**src/rtl/xercr_file.sv**
```systemverilog
// XERCR architectural register with a pending-writer scoreboard for CR/XER reads.
// Optional macro XERCR_WB_BYPASS_EN forwards the writeback value to the read port.
`ifndef XERCRSZ
`define XERCRSZ   42
`endif
`ifndef XERCR_CR
`define XERCR_CR  31:0
`endif
`ifndef XERCR_CA
`define XERCR_CA  32
`endif
`ifndef XERCR_OV
`define XERCR_OV  33
`endif
`ifndef XERCR_SO
`define XERCR_SO  34
`endif
`ifndef XERCR_BC
`define XERCR_BC  41:35
`endif

module xercr_file #(
  parameter int PEND_MAX = 3
) (
  input  logic                clk,
  input  logic                reset,
  input  logic                claim_valid,
  output logic                claim_ready,
  input  logic                wb_valid,
  input  logic [`XERCRSZ-1:0] wb_xercr,
  input  logic                flush,
  input  logic                rd_sel,
  output logic                rd_ready,
  output logic [31:0]         rd_data,
  input  logic [4:0]          bi,
  output logic                cr_bit,
  output logic [`XERCRSZ-1:0] xercr_out
);

  localparam logic [2:0] PEND_LIM = 3'(PEND_MAX);

  logic [`XERCRSZ-1:0] xercr;
  logic [2:0]          pend;
  logic [2:0]          pend_next;
  logic                claim_acc;
  logic                wb_dec;
  logic [`XERCRSZ-1:0] src;
  logic [31:0]         cr;

  assign claim_ready = (pend < PEND_LIM) || ((pend == PEND_LIM) && wb_valid);
  assign claim_acc   = claim_valid && claim_ready;
  // A writeback with nothing outstanding must not underflow the counter.
  assign wb_dec      = wb_valid && ((pend != 3'd0) || claim_acc);

  always_comb begin
    pend_next = pend;
    if (flush)
      pend_next = 3'd0;
    else if (claim_acc && !wb_dec)
      pend_next = pend + 3'd1;
    else if (wb_dec && !claim_acc)
      pend_next = pend - 3'd1;
  end

  always_ff @(posedge clk) begin
    if (reset) begin
      xercr <= '0;
      pend  <= 3'd0;
    end else begin
      if (wb_valid)
        xercr <= wb_xercr;
      pend <= pend_next;
    end
  end

`ifdef SIM
  always_ff @(posedge clk) begin
    if (!reset && wb_valid && (pend == 3'd0) && !claim_acc)
      $fatal(1, "XERCR: writeback with no claim");
  end
`endif

`ifdef XERCR_WB_BYPASS_EN
  assign src      = wb_valid ? wb_xercr : xercr;
  assign rd_ready = (pend == 3'd0) || ((pend == 3'd1) && wb_valid && !flush);
`else
  assign src      = xercr;
  assign rd_ready = (pend == 3'd0);
`endif

  assign cr        = src[`XERCR_CR];
  assign rd_data   = rd_sel ? {src[`XERCR_SO], src[`XERCR_OV], src[`XERCR_CA], 22'd0, src[`XERCR_BC]}
                            : cr;
  assign cr_bit    = cr[5'd31 - bi];
  assign xercr_out = xercr;

endmodule

```
**config.mk**
```make
export PLATFORM = sky130hd
export DESIGN_NAME = xercr_file
export DESIGN_NICKNAME = d
export VERILOG_FILES = /design/src/rtl/xercr_file.sv
export SDC_FILE = /design/constraint.sdc
export NUM_CORES = 1
export LEC_CHECK = 0
export ABC_AREA = 0
export CAP_MARGIN = 20
export CORE_MARGIN = 5
export CORE_UTILIZATION = 39
export DETAILED_ROUTE_END_ITERATION = 8
export PLACE_DENSITY = 0.77
export SLEW_MARGIN = 0
export SYNTH_ARGS = -nofsm -noshare
export SYNTH_HDL_FRONTEND = slang
export SYNTH_SLANG_ARGS = --single-unit
export TNS_END_PERCENT = 5
```
**constraint.sdc**
```tcl
create_clock -name clk -period 2.1 [get_ports clk]
set_input_delay 0.21 -clock clk [delete_from_list [all_inputs] [get_ports clk]]
set_output_delay 0.21 -clock clk [all_outputs]
set_load 0.05 [all_outputs]
```
==> flow_summary.toml, run 1 <==
[final_layout]
multiInputGateArea_um2 = 1341
nets = 432
seqCellArea_um2 = 904.6
nFillCells = 437
final_core_util_pct = 69.05
layout_commonest_cell = "clkdlybuf4s50_1"
num_antenna_cells = 0
layout-drive-gt1-share_pct = 18.21
mostFrequentLayoutCells = "91 x clkdlybuf4s50_1, 59 x mux2i_1, 44 x dfxtp_1"
area_delta_synth_final_pct = 73.98

[routing]
via_per_inst = 4.958
antenna_left = 0
vias = 2251
detail_route.wl_per_cell_um = 15.31
drt-total-wl_um = 6950
first_iter_violations = 102
route.detailed.drc = 0
drtPass1Iterations = 4

[placement]
place_ws_ns = -0.05363
io_buffers = 129
post-dp-hpwl_um = 5221
gp_congestion = 0.8321

[yosys]
synth.net_count = 300
syn_avg_cell_area_um2 = 9.440
synth_seq_cells = 45
synthCells = 246
syn_area_um2 = 2322
ys.warnings.count = 0
synthDistinctLibCells = 30
ys_seq_area_share_pct = 38.79

[global_route]
grt_util_all_layers_pct = 17.86
grt_pass1_vias = 2245
grt_pass1_wl_um = 10960
grt.overflow.total = 0
grt_max_degree = 46
antenna_found_initial = 0

[sta]
max_freq_mhz = 501.8
timing.hold.ws_ns = 0.5028
drv_slew = 0
rsz0062_at_grt = "true"
relSlewSlack_pct = 45.60
worstMarginPinSlew_ns = 0.8159
fin_crit_sh_pct = 94.90
min_period_ns = 1.993
skew_ns = 0.0006538
setup_ws_ns = 0.1070
hold_violations = 0
finalSetupViolations = 0

[power_and_ir_drop]
p_total_mw = 2.309
leakagePower_nw = 1.737
p_per_area_nw_per_um2 = 571.4
ir_worst_vdd_mv = 0.3821

[hold_path]
hp-class = "in2reg"
hold_depth = 2

[floorplanning]
die-area_um2 = 7598
chipHeight_um = 87.17
pin_count = 130
die_width_um = 87.17
start_util_pct = 39.69
core_um2 = 5851
rows = 28

[critical_path]
startpoint_type = "register"
cp_max_fo = 9
required_ns = 2.23
end_kind = "register"
crit_arrival_ns = 2.13
rr_worst_depth = 8
critPathKind = "reg2reg"

[clock_tree]
clockBufferDepth = 2
cts_root_buffer = "clkbuf_8"
h-tree-depth = 2
worst_skew_pair.late_latency_ns = 0.28
cts_tree = "built"
clk_pin_slew_ns = 0.08
clock_sinks = 45
cts_inserted_buffers = 5

[job]
maxCapViolations = 0

[run_status]
outcome = "finished, final reports clean"
[state kept, by name (all words and copies together), names as in the netlist]
signal / cells
pend: 3
xercr_out: 42
[timing repair]
action | 4_1_cts | 5_1_grt
setup endpoints to repair | 2 | 2
hold buffers | 0 | 0
pin swaps | 1 | 0
setup buffers | 0 | 3
resized for setup | 1 | 3
gates cloned | 0 | 1
[through the flow]
| stage | cell area (um2) | setup TNS [ns] | std cells |
|---|---|---|---|
| after floorplan | 2352 | 0 | 246 |
| after global placement | 3904 | -0.003952 | 442 |
| after detailed placement | 3904 | -0.05363 | 442 |
| after CTS | 3985 | 0 | 450 |
| after global routing | 4040 | -0.004192 | 454 |
| final | 4040 | 0 | 454 |
[final cells by class]
type | instances | share of cell area [%]
Timing Repair Buffer | 141 | 40.04
Multi-Input combinational cell | 185 | 33.20
Sequential cell | 45 | 22.39
Tap cell | 75 | 2.323
Clock buffer | 6 | 1.796
Clock inverter | 2 | 0.2478
[synthesized netlist by cell type]
cell type / n / area share, %
buf_12: 1 / 0.86
a211oi_1: 3 / 0.97
a22oi_1: 4 / 1.3
buf_1: 1 / 0.16
dfxtp_1: 45 / 39
nor3_1: 3 / 0.65
a311o_1: 1 / 0.43
clkbuf_1: 7 / 1.1
a21oi_1: 6 / 1.3
buf_4: 4 / 1.3
a21o_1: 1 / 0.32
nand2_1: 10 / 1.6
fa_1: 1 / 0.86
nand3b_1: 1 / 0.32
and2_1: 1 / 0.27
nor2b_1: 27 / 7.3
mux2_2: 10 / 4.8
buf_2: 2 / 0.43
nand4b_1: 1 / 0.38
a32oi_1: 1 / 0.38
nor2_1: 43 / 7.0
buf_6: 1 / 0.48
nor3b_1: 1 / 0.32
nand3_1: 2 / 0.43
nand2b_1: 3 / 0.81
a222oi_1: 1 / 0.43
xor2_1: 1 / 0.38
mux2i_1: 59 / 25
o21ai_0: 4 / 0.86
and2b_1: 1 / 0.32
[worst paths after layout]
path	startpoint	end	slack, ns
hold reg to reg	xercr_out[41]	xercr_out[41]	0.53
hold / removal	reset	xercr_out[4]	0.50
setup reg to reg	pend[1]	pend[1]	0.11
setup / recovery	pend[1]	pend[1]	0.11
[metal layers]
metal,GRT usage (%),routed length (um),vias up
li1,-,-,1110
met2,30.50,3347,89
met3,5.109,552,8
met1,22.40,2980,1044
met4,3.766,70,0
met5,0,0,-
[cell families (layout without fill, tap and decap cells)]
group / count (synthesis) / in the layout / share of synthesized area (%)
muxes: 69 / 69 / 30.28
adders and majority gates: 1 / 1 / 0.8621
and+or+nand+nor: 93 / 93 / 19.34
buffers and inverters: 16 / 149 / 4.364
AOI/OAI and AO/OA: 21 / 21 / 5.981
DFF: 45 / 45 / 38.79
xor gates and xnor gates: 1 / 1 / 0.3772
[where the power goes]
| part | leakage [nW] | switching [mW] | internal, mW |
|---|---|---|---|
| clock network | 0.0450 | 0.276 | 0.231 |
| registers | 0.372 | 0.0518 | 0.902 |
| logic | 1.32 | 0.474 | 0.373 |
[worst max-delay path: stages (launching register included)]
cell,delay (ns)
dfxtp_4,0.38
nor2b_4,0.14
a21oi_4,0.15
nand2_1,0.09
fa_1,0.48
nand2_1,0.09
o21ai_0,0.08
a222oi_1,0.32
a211oi_1,0.12
Power figures use the tool's default switching activity.
==> inputs of run 2 (changes only) <==
--- a/config.mk
+++ b/config.mk
@@ -10,6 +10,7 @@
 export CORE_MARGIN = 5
 export CORE_UTILIZATION = 39
 export DETAILED_ROUTE_END_ITERATION = 8
+export GPL_TIMING_DRIVEN = 0
 export PLACE_DENSITY = 0.77
 export SLEW_MARGIN = 0
 export SYNTH_ARGS = -nofsm -noshare
==> flow_summary.toml, run 2 (same netlist as run 1, synthesis figures left out) <==
[placement]
post-dp-hpwl_um = 5492
io_buffers = 127
placed_cells = 448
place_ws_ns = -0.4751
gp_congestion = 0.7485

[power_and_ir_drop]
p_int_mw = 1.479
p_per_area_nw_per_um2 = 597.9
comb_power_share_pct = 34.4
ir_worst_vdd_mv = 0.3576
leakagePower_nw = 1.755
netSwitchingPower_mw = 0.7831
p_total_mw = 2.262
clkPwrFrac_pct = 23.5
p_sw_share_pct = 34.61
seqPwrFrac_pct = 42.1

[clock_tree]
clockBufferDepth = 2
h-tree-depth = 2
worst_skew_pair.late_latency_ns = 0.29
cts_inserted_buffers = 5
ctsHoldBuffers = 0
cts_tree = "built"
clk_pin_slew_ns = 0.08
clock_sinks = 45
cts_root_buffer = "clkbuf_8"

[hold_path]
min-delay-start = "reset"
hp-class = "in2reg"
hold_depth = 2

[final_layout]
area_delta_synth_final_pct = 62.93
num_antenna_cells = 0
mostFrequentLayoutCells = "91 x clkdlybuf4s50_1, 59 x mux2i_1, 44 x dfxtp_1"
layout-drive-gt1-share_pct = 8.421
fin_cells = 455
layout_commonest_cell = "clkdlybuf4s50_1"
nets = 434
largest_reg_flops = 42

[critical_path]
end_kind = "primary output"
critPathKind = "in2out"
startpoint_type = "input pin"
cp_max_fo = 10
crit_path_start = "rd_sel"
reg2reg_from = "pend[1]"
max_stage_delay_ns = 0.58
rr_worst_depth = 7
cp_cell_sequence = "clkdlybuf4s50_1 -> buf_4 -> mux2_2 -> dlygate4sd2_1"
worst_path_max_delay_cell = "clkdlybuf4s50_1"
required_ns = 1.89
crit_arrival_ns = 1.81

[sta]
finalSetupViolations = 0
worstMarginPinSlew_ns = 0.5281
timing.hold.ws_ns = 0.3185
rsz0062_at_grt = "true"
relSlewSlack_pct = 64.74
fin_crit_sh_pct = 96.04
drv_slew = 0
skew_ns = 0.0001533
hold_violations = 0
max_freq_mhz = 495.8
setup_ws_ns = 0.08324
min_period_ns = 2.017

[run_status]
outcome = "finished, final reports clean"

[global_route]
grt_util_all_layers_pct = 18.21
grt_pass1_wl_um = 11140
grt_pass1_vias = 2332
grt_max_degree = 13
grt.overflow.total = 0
antenna_found_initial = 0

[floorplanning]
pin_count = 130
die-area_um2 = 7598
core_um2 = 5851
rows = 28
start_util_pct = 39.69
chipHeight_um = 87.17
die_width_um = 87.17

[routing]
drtPass1Iterations = 4
vias = 2222
detail_route.wl_per_cell_um = 15.27
drt-total-wl_um = 6946
route.detailed.drc = 0
antenna_left = 0
via_per_inst = 4.884
first_iter_violations = 76

[job]
maxCapViolations = 0
run 2: changes by cell type in the layout (fill, tap and decap cells not counted), sizes merged:
cell,previous run,this run
clkinv,2,0
buf,47,9
dlymetal6s2s,1,5
dlygate4sd2,1,30
clkbuf,7,15
run 2: area by class of cell:
class                   instances  area (um2)
fillers                       516        2067
multi-input cells             185        1341
repair buffers                127        1244
plain buffers                  16       116.4
well taps                      75       93.84
clock buffers                   7       86.33
flip-flops and latches         45       902.1
run 2: worst paths after layout:
path / endpoint / slack, ns
hold / removal: xercr_out[4] / 0.32
setup reg to reg: pend[1] / 0.11
setup / recovery: rd_data[0] / 0.08
hold reg to reg: xercr_out[36] / 0.53
run 2: repair_timing:
| action | CTS | global route |
|---|---|---|
| setup buffers | 0 | 0 |
| hold endpoints to repair | 0 | 0 |
| setup endpoints to repair | 31 | 5 |
| resized for setup | 38 | 8 |
run 2: worst max-delay path, delay by kind of cell:
| family | cells | cell delay, ns |
|---|---|---|
| buffers and inverters | 3 | 1.24 |
| muxes | 1 | 0.35 |
run 2: routing by layer:
| layer | vias up | track usage (%) | share of wire (%) |
|---|---|---|---|
| li1 | 1113 | - | - |
| met1 | 1011 | 23.08 | 43 |
| met2 | 90 | 30.50 | 48 |
| met3 | 8 | 5.298 | 8.0 |
| met4 | 0 | 4.324 | 1.3 |
| met5 | - | 0 | 0 |
run 2: power by group through the flow:
stage | combinational (mW) | sequential [mW] | clock [mW]
3_5_place_dp | 0.804 | 0.973 | 0
3_3_place_gp | 0.795 | 0.971 | 0
6_report | 0.779 | 0.953 | 0.531
4_1_cts | 0.785 | 0.953 | 0.549
5_1_grt | 0.824 | 0.963 | 0.582
2_1_floorplan | 0.340 | 1.13 | 0
run 2: stage by stage:
step	util [%]	setup TNS [ns]	instance area, um2
final	64.67	0	3784
after detailed placement	63.54	-5.321	3717
after global placement	63.54	-4.932	3717
after floorplan	-	0	2352
after CTS	64.37	0	3766
after global routing	64.67	-0.006896	3784
==> inputs of run 3 (changes only) <==
--- a/config.mk
+++ b/config.mk
@@ -7,13 +7,10 @@
 export LEC_CHECK = 0
 export ABC_AREA = 0
 export CAP_MARGIN = 20
-export CORE_MARGIN = 5
 export CORE_UTILIZATION = 39
 export DETAILED_ROUTE_END_ITERATION = 8
-export GPL_TIMING_DRIVEN = 0
 export PLACE_DENSITY = 0.77
 export SLEW_MARGIN = 0
 export SYNTH_ARGS = -nofsm -noshare
 export SYNTH_HDL_FRONTEND = slang
 export SYNTH_SLANG_ARGS = --single-unit
-export TNS_END_PERCENT = 5
==> flow_summary.toml, run 3 (same netlist as run 1, synthesis figures left out) <==
[power_and_ir_drop]
ir_worst_vdd_mv = 0.3673
p_per_area_nw_per_um2 = 577.3
seqPwrFrac_pct = 40.8
netSwitchingPower_mw = 0.7972
leakagePower_nw = 1.735
p_int_mw = 1.540
p_total_mw = 2.338
p_sw_share_pct = 34.10
comb_power_share_pct = 36.2
clkPwrFrac_pct = 22.9

[placement]
io_buffers = 129
placed_cells = 440
placed_cell_area_um2 = 3908
post-dp-hpwl_um = 4849
gp_congestion = 0.7784

[clock_tree]
cts_root_buffer = "clkbuf_8"
cts_inserted_buffers = 5
worst_skew_pair.late_latency_ns = 0.29
cts_tree = "built"
clk_pin_slew_ns = 0.07
clockBufferDepth = 2
clock_sinks = 45
h-tree-depth = 2

[routing]
drt-total-wl_um = 6467
detail_route.wl_per_cell_um = 14.40
antenna_left = 0
first_iter_violations = 88
route.detailed.drc = 0
vias = 2240
via_per_inst = 4.989
drtPass1Iterations = 4

[final_layout]
nets = 431
largest_reg_flops = 42
layout_commonest_cell = "clkdlybuf4s50_1"
num_antenna_cells = 0
area_delta_synth_final_pct = 74.35
fin_area_um2 = 4049
mostFrequentLayoutCells = "91 x clkdlybuf4s50_1, 59 x mux2i_1, 44 x dfxtp_1"
fin_cells = 449
layout-drive-gt1-share_pct = 17.77
nFillCells = 463

[critical_path]
startpoint_type = "register"
critPathKind = "reg2reg"
end_kind = "register"
crit_path_start = "pend[1]"
cp_max_fo = 9
crit_arrival_ns = 2.13
reg2reg_from = "pend[1]"
required_ns = 2.24

[run_status]
outcome = "finished, final reports clean"

[global_route]
grt_max_degree = 46
antenna_found_initial = 0
use_met2_pct = 34.91
grt_util_all_layers_pct = 21.08
grt.overflow.total = 0
grt_pass1_vias = 2144
use_met1_pct = 26.68
grtUsageMet3_pct = 6.092
grt_pass1_wl_um = 10430
busiest_layer = "met2"

[floorplanning]
die_width_um = 79.17
rows = 27
chipHeight_um = 79.17
die-area_um2 = 6267
pin_count = 130
core_um2 = 5608
start_util_pct = 41.41

[sta]
hold_violations = 0
max_freq_mhz = 502.7
finalSetupViolations = 0
drv_slew = 0
rsz0062_at_grt = "false"
worstMarginPinSlew_ns = 0.8106
timing.hold.ws_ns = 0.4083
skew_ns = 0.0003229
relSlewSlack_pct = 45.96
min_period_ns = 1.989
fin_crit_sh_pct = 94.72

[hold_path]
min-delay-start = "wb_valid"
hp-class = "in2reg"

[job]
maxCapViolations = 0
run 3: layout make-up:
| cell class | instances | area [um2] | area share [%] |
|---|---|---|---|
| Clock buffer | 7 | 86.33 | 2.132 |
| Multi-Input combinational cell | 185 | 1341 | 33.13 |
| Sequential cell | 45 | 904.6 | 22.34 |
| Tap cell | 72 | 90.09 | 2.225 |
| Timing Repair Buffer | 140 | 1627 | 40.17 |
run 3: metrics by stage:
step	utilization [%]	worst slack [ns]	setup TNS, ns
global route	72.20	0.004366	0
floorplan	-	0.01166	0
detailed placement	69.68	-0.08964	-0.1272
finish	72.20	0.1108	0
global placement	69.68	-0.01573	-0.01573
CTS	72.11	0.09157	0
run 3: final timing paths:
check | slack, ns | cells past startpoint | endpoint
hold / removal | 0.41 | 4 | xercr_out[9]
setup reg to reg | 0.11 | 7 | pend[1]
hold reg to reg | 0.52 | 2 | xercr_out[41]
setup / recovery | 0.11 | 7 | pend[1]
run 3: layer usage:
metal / routed length, um / part of all wire [%]
met1: 2811 / 43
met2: 3098 / 48
met3: 479 / 7.4
met5: 0 / 0
met4: 78 / 1.2
run 3: what timing repair did:
item,in CTS,in global routing
cloned,1,0
resized for setup,2,2
hold buffers,0,0
setup buffers,1,0
setup endpoints to repair,2,1
run 3: worst max-delay path, stage by stage, from the launching register on:
cell      delay (ns)
dfxtp_4         0.38
nor2b_4         0.14
a21oi_4         0.17
nand2_2         0.07
fa_1            0.48
a21o_1          0.20
a222oi_1        0.29
a211oi_1        0.12
run 3: power by group through the flow:
| stage | Sequential (mW) | Clock, mW | Combinational (mW) |
|---|---|---|---|
| after CTS | 0.956 | 0.561 | 0.853 |
| final | 0.954 | 0.536 | 0.847 |
| after detailed placement | 0.975 | 0 | 0.840 |
| after global routing | 0.965 | 0.592 | 0.891 |
| after floorplan | 1.13 | 0 | 0.340 |
| after global placement | 0.976 | 0 | 0.828 |
